--- config.mk ---
export PLATFORM = sky130hd
export DESIGN_NAME = vga_timing_gen_flat
export DESIGN_NICKNAME = d
export VERILOG_FILES = /design/src/rtl/vga_timing_gen_pkg.sv /design/src/rtl/vga_timing_gen_if.sv /design/src/rtl/vga_timing_gen.sv /design/src/flat_wrapper.sv
export SDC_FILE = /design/constraint.sdc
export NUM_CORES = 1
export LEC_CHECK = 0
export BUFFER_PORTS_ARGS = -buffer_cell sky130_fd_sc_hd__buf_2
export CAP_MARGIN = 20
export CORE_UTILIZATION = 35
export DETAILED_ROUTE_END_ITERATION = 7
export HOLD_SLACK_MARGIN = 0.03
export SLEW_MARGIN = 20
export SYNTH_ARGS = -nofsm -noshare
export SYNTH_HDL_FRONTEND = slang
export SYNTH_SLANG_ARGS = --single-unit
--- constraint.sdc ---
create_clock -name clk -period 2.3 [get_ports clk]
set_input_delay 0.115 -clock clk [delete_from_list [all_inputs] [get_ports clk]]
set_output_delay 0.115 -clock clk [all_outputs]
set_load 0.03 [all_outputs]
--- src/rtl/vga_timing_gen_pkg.sv ---
// Shared VGA timing defaults (640x480 @ 60 Hz, 25 MHz pixel rate) for the
// timing generator, the colour stage and the top level.
package vga_pkg;

    localparam int VGA_H_ACTIVE = 640;
    localparam int VGA_H_FP     = 16;
    localparam int VGA_H_SYNC   = 96;
    localparam int VGA_H_BP     = 48;

    localparam int VGA_V_ACTIVE = 480;
    localparam int VGA_V_FP     = 10;
    localparam int VGA_V_SYNC   = 2;
    localparam int VGA_V_BP     = 33;

    localparam int VGA_CNT_W    = 10;

    // Total period of one axis: active + front porch + sync + back porch.
    function automatic int axis_total(input int act, input int fp, input int sync, input int bp);
        return act + fp + sync + bp;
    endfunction

    localparam int VGA_H_TOTAL = axis_total(VGA_H_ACTIVE, VGA_H_FP, VGA_H_SYNC, VGA_H_BP);
    localparam int VGA_V_TOTAL = axis_total(VGA_V_ACTIVE, VGA_V_FP, VGA_V_SYNC, VGA_V_BP);

    // Raster region along one axis, in scan order.
    typedef enum logic [1:0] {
        REGION_ACTIVE = 2'd0,
        REGION_FP     = 2'd1,
        REGION_SYNC   = 2'd2,
        REGION_BP     = 2'd3
    } region_e;

endpackage

--- src/rtl/vga_timing_gen_if.sv ---
// Raster timing bundle: pixel strobe into the generator, sync/active/coords out.
interface vga_timing_gen_if #(
    parameter int CNT_W = 10
);
    logic             pix_en;
    logic             hsync;
    logic             vsync;
    logic             active;
    logic [CNT_W-1:0] x;
    logic [CNT_W-1:0] y;
    logic             line_start;
    logic             frame_start;

    // master = timing generator, slave = pixel/colour stage (and strobe source)
    modport master (
        input  pix_en,
        output hsync, vsync, active, x, y, line_start, frame_start
    );
    modport slave (
        output pix_en,
        input  hsync, vsync, active, x, y, line_start, frame_start
    );
endinterface

--- src/rtl/vga_timing_gen.sv ---
// VGA raster timing generator: h/v counters advanced by pix_en, with sync,
// active and coordinate outputs registered from the next-state counter values.
module vga_timing_gen
    import vga_pkg::*;
#(
    parameter int H_ACTIVE = VGA_H_ACTIVE,
    parameter int H_FP     = VGA_H_FP,
    parameter int H_SYNC   = VGA_H_SYNC,
    parameter int H_BP     = VGA_H_BP,
    parameter int V_ACTIVE = VGA_V_ACTIVE,
    parameter int V_FP     = VGA_V_FP,
    parameter int V_SYNC   = VGA_V_SYNC,
    parameter int V_BP     = VGA_V_BP,
    parameter bit HS_POL   = 1'b0,
    parameter bit VS_POL   = 1'b0,
    parameter int CNT_W    = VGA_CNT_W
) (
    input  logic             clk,
    input  logic             rst,
    vga_timing_gen_if.master vga
);

    localparam int H_TOTAL = axis_total(H_ACTIVE, H_FP, H_SYNC, H_BP);
    localparam int V_TOTAL = axis_total(V_ACTIVE, V_FP, V_SYNC, V_BP);

    localparam logic [CNT_W-1:0] H_LAST      = CNT_W'(H_TOTAL - 1);
    localparam logic [CNT_W-1:0] V_LAST      = CNT_W'(V_TOTAL - 1);
    localparam logic [CNT_W-1:0] H_ACT_END   = CNT_W'(H_ACTIVE);
    localparam logic [CNT_W-1:0] V_ACT_END   = CNT_W'(V_ACTIVE);
    localparam logic [CNT_W-1:0] H_SYNC_BEG  = CNT_W'(H_ACTIVE + H_FP);
    localparam logic [CNT_W-1:0] H_SYNC_END  = CNT_W'(H_ACTIVE + H_FP + H_SYNC);
    localparam logic [CNT_W-1:0] V_SYNC_BEG  = CNT_W'(V_ACTIVE + V_FP);
    localparam logic [CNT_W-1:0] V_SYNC_END  = CNT_W'(V_ACTIVE + V_FP + V_SYNC);

    logic [CNT_W-1:0] hcnt_reg, hcnt_next;
    logic [CNT_W-1:0] vcnt_reg, vcnt_next;

    logic             hsync_reg, hsync_next;
    logic             vsync_reg, vsync_next;
    logic             active_reg, active_next;
    logic [CNT_W-1:0] x_reg;
    logic [CNT_W-1:0] y_reg;
    logic             line_start_reg, line_start_next;
    logic             frame_start_reg, frame_start_next;

    logic             h_wrap;

    // Counter advance; vertical steps on the same strobe as the horizontal wrap.
    always_comb begin
        hcnt_next = hcnt_reg;
        vcnt_next = vcnt_reg;
        h_wrap    = (hcnt_reg == H_LAST);
        if (vga.pix_en) begin
            if (h_wrap) begin
                hcnt_next = '0;
                vcnt_next = (vcnt_reg == V_LAST) ? '0 : vcnt_reg + 1'b1;
            end else begin
                hcnt_next = hcnt_reg + 1'b1;
            end
        end
    end

    // Decodes look at the next counter values so the registered outputs line
    // up with x/y on the same edge, without a cycle of skew.
    always_comb begin
        active_next      = (hcnt_next < H_ACT_END) && (vcnt_next < V_ACT_END);
        hsync_next       = ((hcnt_next >= H_SYNC_BEG) && (hcnt_next < H_SYNC_END)) ? HS_POL : ~HS_POL;
        vsync_next       = ((vcnt_next >= V_SYNC_BEG) && (vcnt_next < V_SYNC_END)) ? VS_POL : ~VS_POL;
        line_start_next  = vga.pix_en && (hcnt_next == '0);
        frame_start_next = vga.pix_en && (hcnt_next == '0) && (vcnt_next == '0);
    end

    // Counters start at the last pixel so the first strobe lands on (0,0).
    always_ff @(posedge clk or negedge rst) begin
        if (!rst) begin
            hcnt_reg        <= H_LAST;
            vcnt_reg        <= V_LAST;
            hsync_reg       <= ~HS_POL;
            vsync_reg       <= ~VS_POL;
            active_reg      <= 1'b0;
            x_reg           <= '0;
            y_reg           <= '0;
            line_start_reg  <= 1'b0;
            frame_start_reg <= 1'b0;
        end else begin
            hcnt_reg        <= hcnt_next;
            vcnt_reg        <= vcnt_next;
            line_start_reg  <= line_start_next;
            frame_start_reg <= frame_start_next;
            if (vga.pix_en) begin
                hsync_reg  <= hsync_next;
                vsync_reg  <= vsync_next;
                active_reg <= active_next;
                x_reg      <= hcnt_next;
                y_reg      <= vcnt_next;
            end
        end
    end

    assign vga.hsync       = hsync_reg;
    assign vga.vsync       = vsync_reg;
    assign vga.active      = active_reg;
    assign vga.x           = x_reg;
    assign vga.y           = y_reg;
    assign vga.line_start  = line_start_reg;
    assign vga.frame_start = frame_start_reg;

endmodule

--- src/flat_wrapper.sv ---
// flat-port wrapper written by rule: the top's interface ports become plain ports
module vga_timing_gen_flat import vga_pkg::*;
#(
    parameter int H_ACTIVE = VGA_H_ACTIVE,
    parameter int H_FP     = VGA_H_FP,
    parameter int H_SYNC   = VGA_H_SYNC,
    parameter int H_BP     = VGA_H_BP,
    parameter int V_ACTIVE = VGA_V_ACTIVE,
    parameter int V_FP     = VGA_V_FP,
    parameter int V_SYNC   = VGA_V_SYNC,
    parameter int V_BP     = VGA_V_BP,
    parameter bit HS_POL   = 1'b0,
    parameter bit VS_POL   = 1'b0,
    parameter int CNT_W    = VGA_CNT_W
)
  (clk, rst, vga_pix_en, vga_hsync, vga_vsync, vga_active, vga_x, vga_y, vga_line_start, vga_frame_start);
  vga_timing_gen_if #(.CNT_W(CNT_W)) vga_i ();
  input  logic clk;
  input  logic rst;
  input wire logic [$bits(vga_i.pix_en)-1:0] vga_pix_en;
  output wire logic [$bits(vga_i.hsync)-1:0] vga_hsync;
  output wire logic [$bits(vga_i.vsync)-1:0] vga_vsync;
  output wire logic [$bits(vga_i.active)-1:0] vga_active;
  output wire logic [$bits(vga_i.x)-1:0] vga_x;
  output wire logic [$bits(vga_i.y)-1:0] vga_y;
  output wire logic [$bits(vga_i.line_start)-1:0] vga_line_start;
  output wire logic [$bits(vga_i.frame_start)-1:0] vga_frame_start;
  assign vga_i.pix_en = vga_pix_en;
  assign vga_hsync = vga_i.hsync;
  assign vga_vsync = vga_i.vsync;
  assign vga_active = vga_i.active;
  assign vga_x = vga_i.x;
  assign vga_y = vga_i.y;
  assign vga_line_start = vga_i.line_start;
  assign vga_frame_start = vga_i.frame_start;
  vga_timing_gen #(.H_ACTIVE(H_ACTIVE), .H_FP(H_FP), .H_SYNC(H_SYNC), .H_BP(H_BP), .V_ACTIVE(V_ACTIVE), .V_FP(V_FP), .V_SYNC(V_SYNC), .V_BP(V_BP), .HS_POL(HS_POL), .VS_POL(VS_POL), .CNT_W(CNT_W)) u_core (.clk(clk), .rst(rst), .vga(vga_i));
endmodule
==> impl_results.md <==
* Sequential-to-total area share from yosys stat at 0.429
* # rows at 31
* Number of global-route vias before repair at roughly 2100
* Initial Util at 0.365
* Number of synthesized flops with an enable pin at 0
* Number of port buffers at 27
* Layout Nets at 341
* Largest net degree at the start of global routing at 46
* Cell variety after synth at 54
* Worst-Skew Late Latency at approximately 300 ps
* Max-slew violations at 0
* Synth Net Count at 301
* All-Layer GR Usage at 0.181
* Sequential share of power at 0.454
* Syn Area/Cell at roughly 9.0 um^2
* Vias per inst at ~5.3
* Internal cell power at about 1.5 mW
* Pwr Density at ~690 mW/mm^2
* Crit path DAT at approximately 2500 ps
* Clock Power Share at 0.248
* Max IR drop VDD at 277 uV
* HP Start: vga_pix_en
* Setup bufs post-CTS at 0
* Initial antenna violation count at 0
* Die Area at between 0.007 and 0.008 mm^2
* Gate Count Post-Synth at just under 300
* Reg-to-reg startpoint: u_core.hcnt_reg[1]
* Top cells by area, synth: dfrtp_1 31%, dfstp_2 12%, xnor2_1 4.9%
* CTS H-tree depth at 2
* Setup TNS at 0 ps
* Root buf cell: clkbuf_8
* Die height at about 90 um
* Die Span X at approximately 89 um
* TritonCTS clock tree: yes
* Clock buffer depth at 2
* CP Data Required Time at about 2500 ps
* Ys async rst share at 1.00
* Fmax at around 450 MHz
* Crit end category: flop
* Share of cells above drive strength 1 at 0.277
* DRC viols at 0
* Worst Hold Class: in -> reg
* Worst slew pin tran at around 450 ps
* Critical Path Start: u_core.hcnt_reg[1]
* Sw Share at 0.342
* Area of the core at about 0.0073 mm^2
* Clock transition at path regs at ~90 ps
* Leading cell type in the layout, fill and taps excluded: dfrtp_1
* # clock sinks at between 40 and 50
* Yosys top cell area share at 0.310
* Gpl congestion at 0.871
* Via count at approximately 2300
* Final global-route overflow total at 0
* CTS Buf Count at 5
* Crit Path Category: reg -> reg
* Fin util at 0.435
* Tmin final at 2220 ps
* Synth Cell Area at roughly 0.0027 mm^2
* #FFs+latches synth at 45
* First-pass GRT wire length at roughly 11 mm
* WL/cell at about 15 um
* Post-DP HPWL at between 4 and 5 mm
* Sw Pwr at between 700 and 800 uW
* Detailed Routing Iterations Pass 1 at 5
* Slew headroom at 0.694
* Combinational share of power at 0.298
* Status: completed
* Tcrit/Tclk final at 0.963
* Worst setup SP type: flop
* Post-synth top area cell: dfrtp_1
* Final WL at 6.46 mm
* Most frequent cells in the layout: 33 x dfrtp_1, 30 x nor2_1, 27 x buf_2
* Clock skew at about 7 ps
* Lkg Pwr at between 1 and 1.5 nW
* First-iteration detailed-routing DRC count at 210
* Top_reg_cell synth: dfrtp_1
* Antenna Violating Nets Remaining at 0
* RSZ-0062 raised after global routing: no
* # setup viols final at 0
* Synthesis-to-layout area growth at 19.1%
* Hold Fails Final Rpt at 0
* Max cap viols at 0
* # fillers at between 700 and 800
* I/O Pins at 28
* YS warnings at 0
* Maximum fanout along the worst path at 16
* N_diodes at 0
synth_stat cells, types with 6 or more instances:
cell type,n
nor2_1,30
nand2_1,23
nand3_1,16
buf_2,6
xnor2_1,15
dfrtp_1,33
nor3_1,7
inv_1,12
nand4_1,7
clkbuf_1,10
o21ai_0,23
dfstp_2,12
a21oi_1,15
timing repair:
| action | 4_1_cts | 5_1_grt |
|---|---|---|
| hold endpoints to repair | 33 | 0 |
| hold buffers | 1 | 0 |
| endpoints found under the setup margin | 0 | 4 |
| resized for setup | 0 | 3 |
path summary, 6_finish.rpt:
| path | endpoint | slack (ps) | depth (start not counted) |
|---|---|---|---|
| max in group asynchronous | u_core.vcnt_reg[3] | 1710 | 3 |
| min | u_core.hcnt_reg[0] | 300 | 3 |
| max reg2reg | u_core.vga.frame_start | 80 | 7 |
| min reg2reg | u_core.vga.y[2] | 480 | 1 |
| min in group asynchronous | u_core.vga.x[6] | 320 | 3 |
| max | u_core.vga.frame_start | 80 | 7 |
kinds of logic (layout without fill, tap and decap cells):
| group | count (synthesis) | in the layout | share of synthesized area |
|---|---|---|---|
| AOI/OAI and AO/OA | 75 | 75 | 0.182 |
| xor gates and xnor gates | 18 | 18 | 0.0592 |
| adders and majority gates | 3 | 3 | 0.0141 |
| buffers and inverters | 35 | 76 | 0.0677 |
| DFF | 45 | 45 | 0.429 |
| muxes | 6 | 6 | 0.0258 |
| and+or+nand+nor | 113 | 113 | 0.223 |
power groups by stage:
stage / combinational [mW] / sequential (mW) / clock (mW)
final: 0.657 / 0.999 / 0.546
after global routing: 0.733 / 1.02 / 0.591
after CTS: 0.664 / 1.00 / 0.564
after detailed placement: 0.661 / 1.01 / 0
after global placement: 0.654 / 1.01 / 0
after floorplan: 0.406 / 1.10 / 0
critical path, stage by stage (launching register included):
cell and delay (ps):
dfstp_2 560, ha_4 170, and2_4 180, and4_4 370, nand4_1 140, xnor2_1 170
a2111oi_2 330, and4b_1 230
metal layers:
| metal | share of wire | up-vias | wire [um] | global-route usage |
|---|---|---|---|---|
| met4 | 0.015 | 0 | 95 | 0.0620 |
| li1 | - | 1136 | - | - |
| met1 | 0.51 | 1075 | 3310 | 0.276 |
| met5 | 0 | - | 0 | 0 |
| met2 | 0.41 | 93 | 2640 | 0.254 |
| met3 | 0.065 | 7 | 417 | 0.0332 |
metrics by stage:
step / hold slack, ps / power [mW] / cells / area, um^2 / setup WS (ps)
5_1_grt: 335 / 2.34 / 435 / 3170 / 0.0404
2_1_floorplan: -181 / 1.50 / 295 / 2680 / 53.8
4_1_cts: 312 / 2.23 / 435 / 3150 / 68.1
6_report: 302 / 2.20 / 435 / 3170 / 84.0
3_3_place_gp: 119 / 1.67 / 426 / 3040 / 120
3_5_place_dp: 119 / 1.67 / 426 / 3040 / 111
cell type report:
type / instances / area (um^2) / area share
well taps: 99 / 124 / 0.0391
inverters: 12 / 45.0 / 0.0142
flip-flops and latches: 45 / 1140 / 0.360
repair buffers: 56 / 380 / 0.120
multi-input cells: 215 / 1380 / 0.435
clock inverters: 1 / 5.00 / 0.00158
clock buffers: 7 / 96.3 / 0.0304
Power figures use the tool's default switching activity.
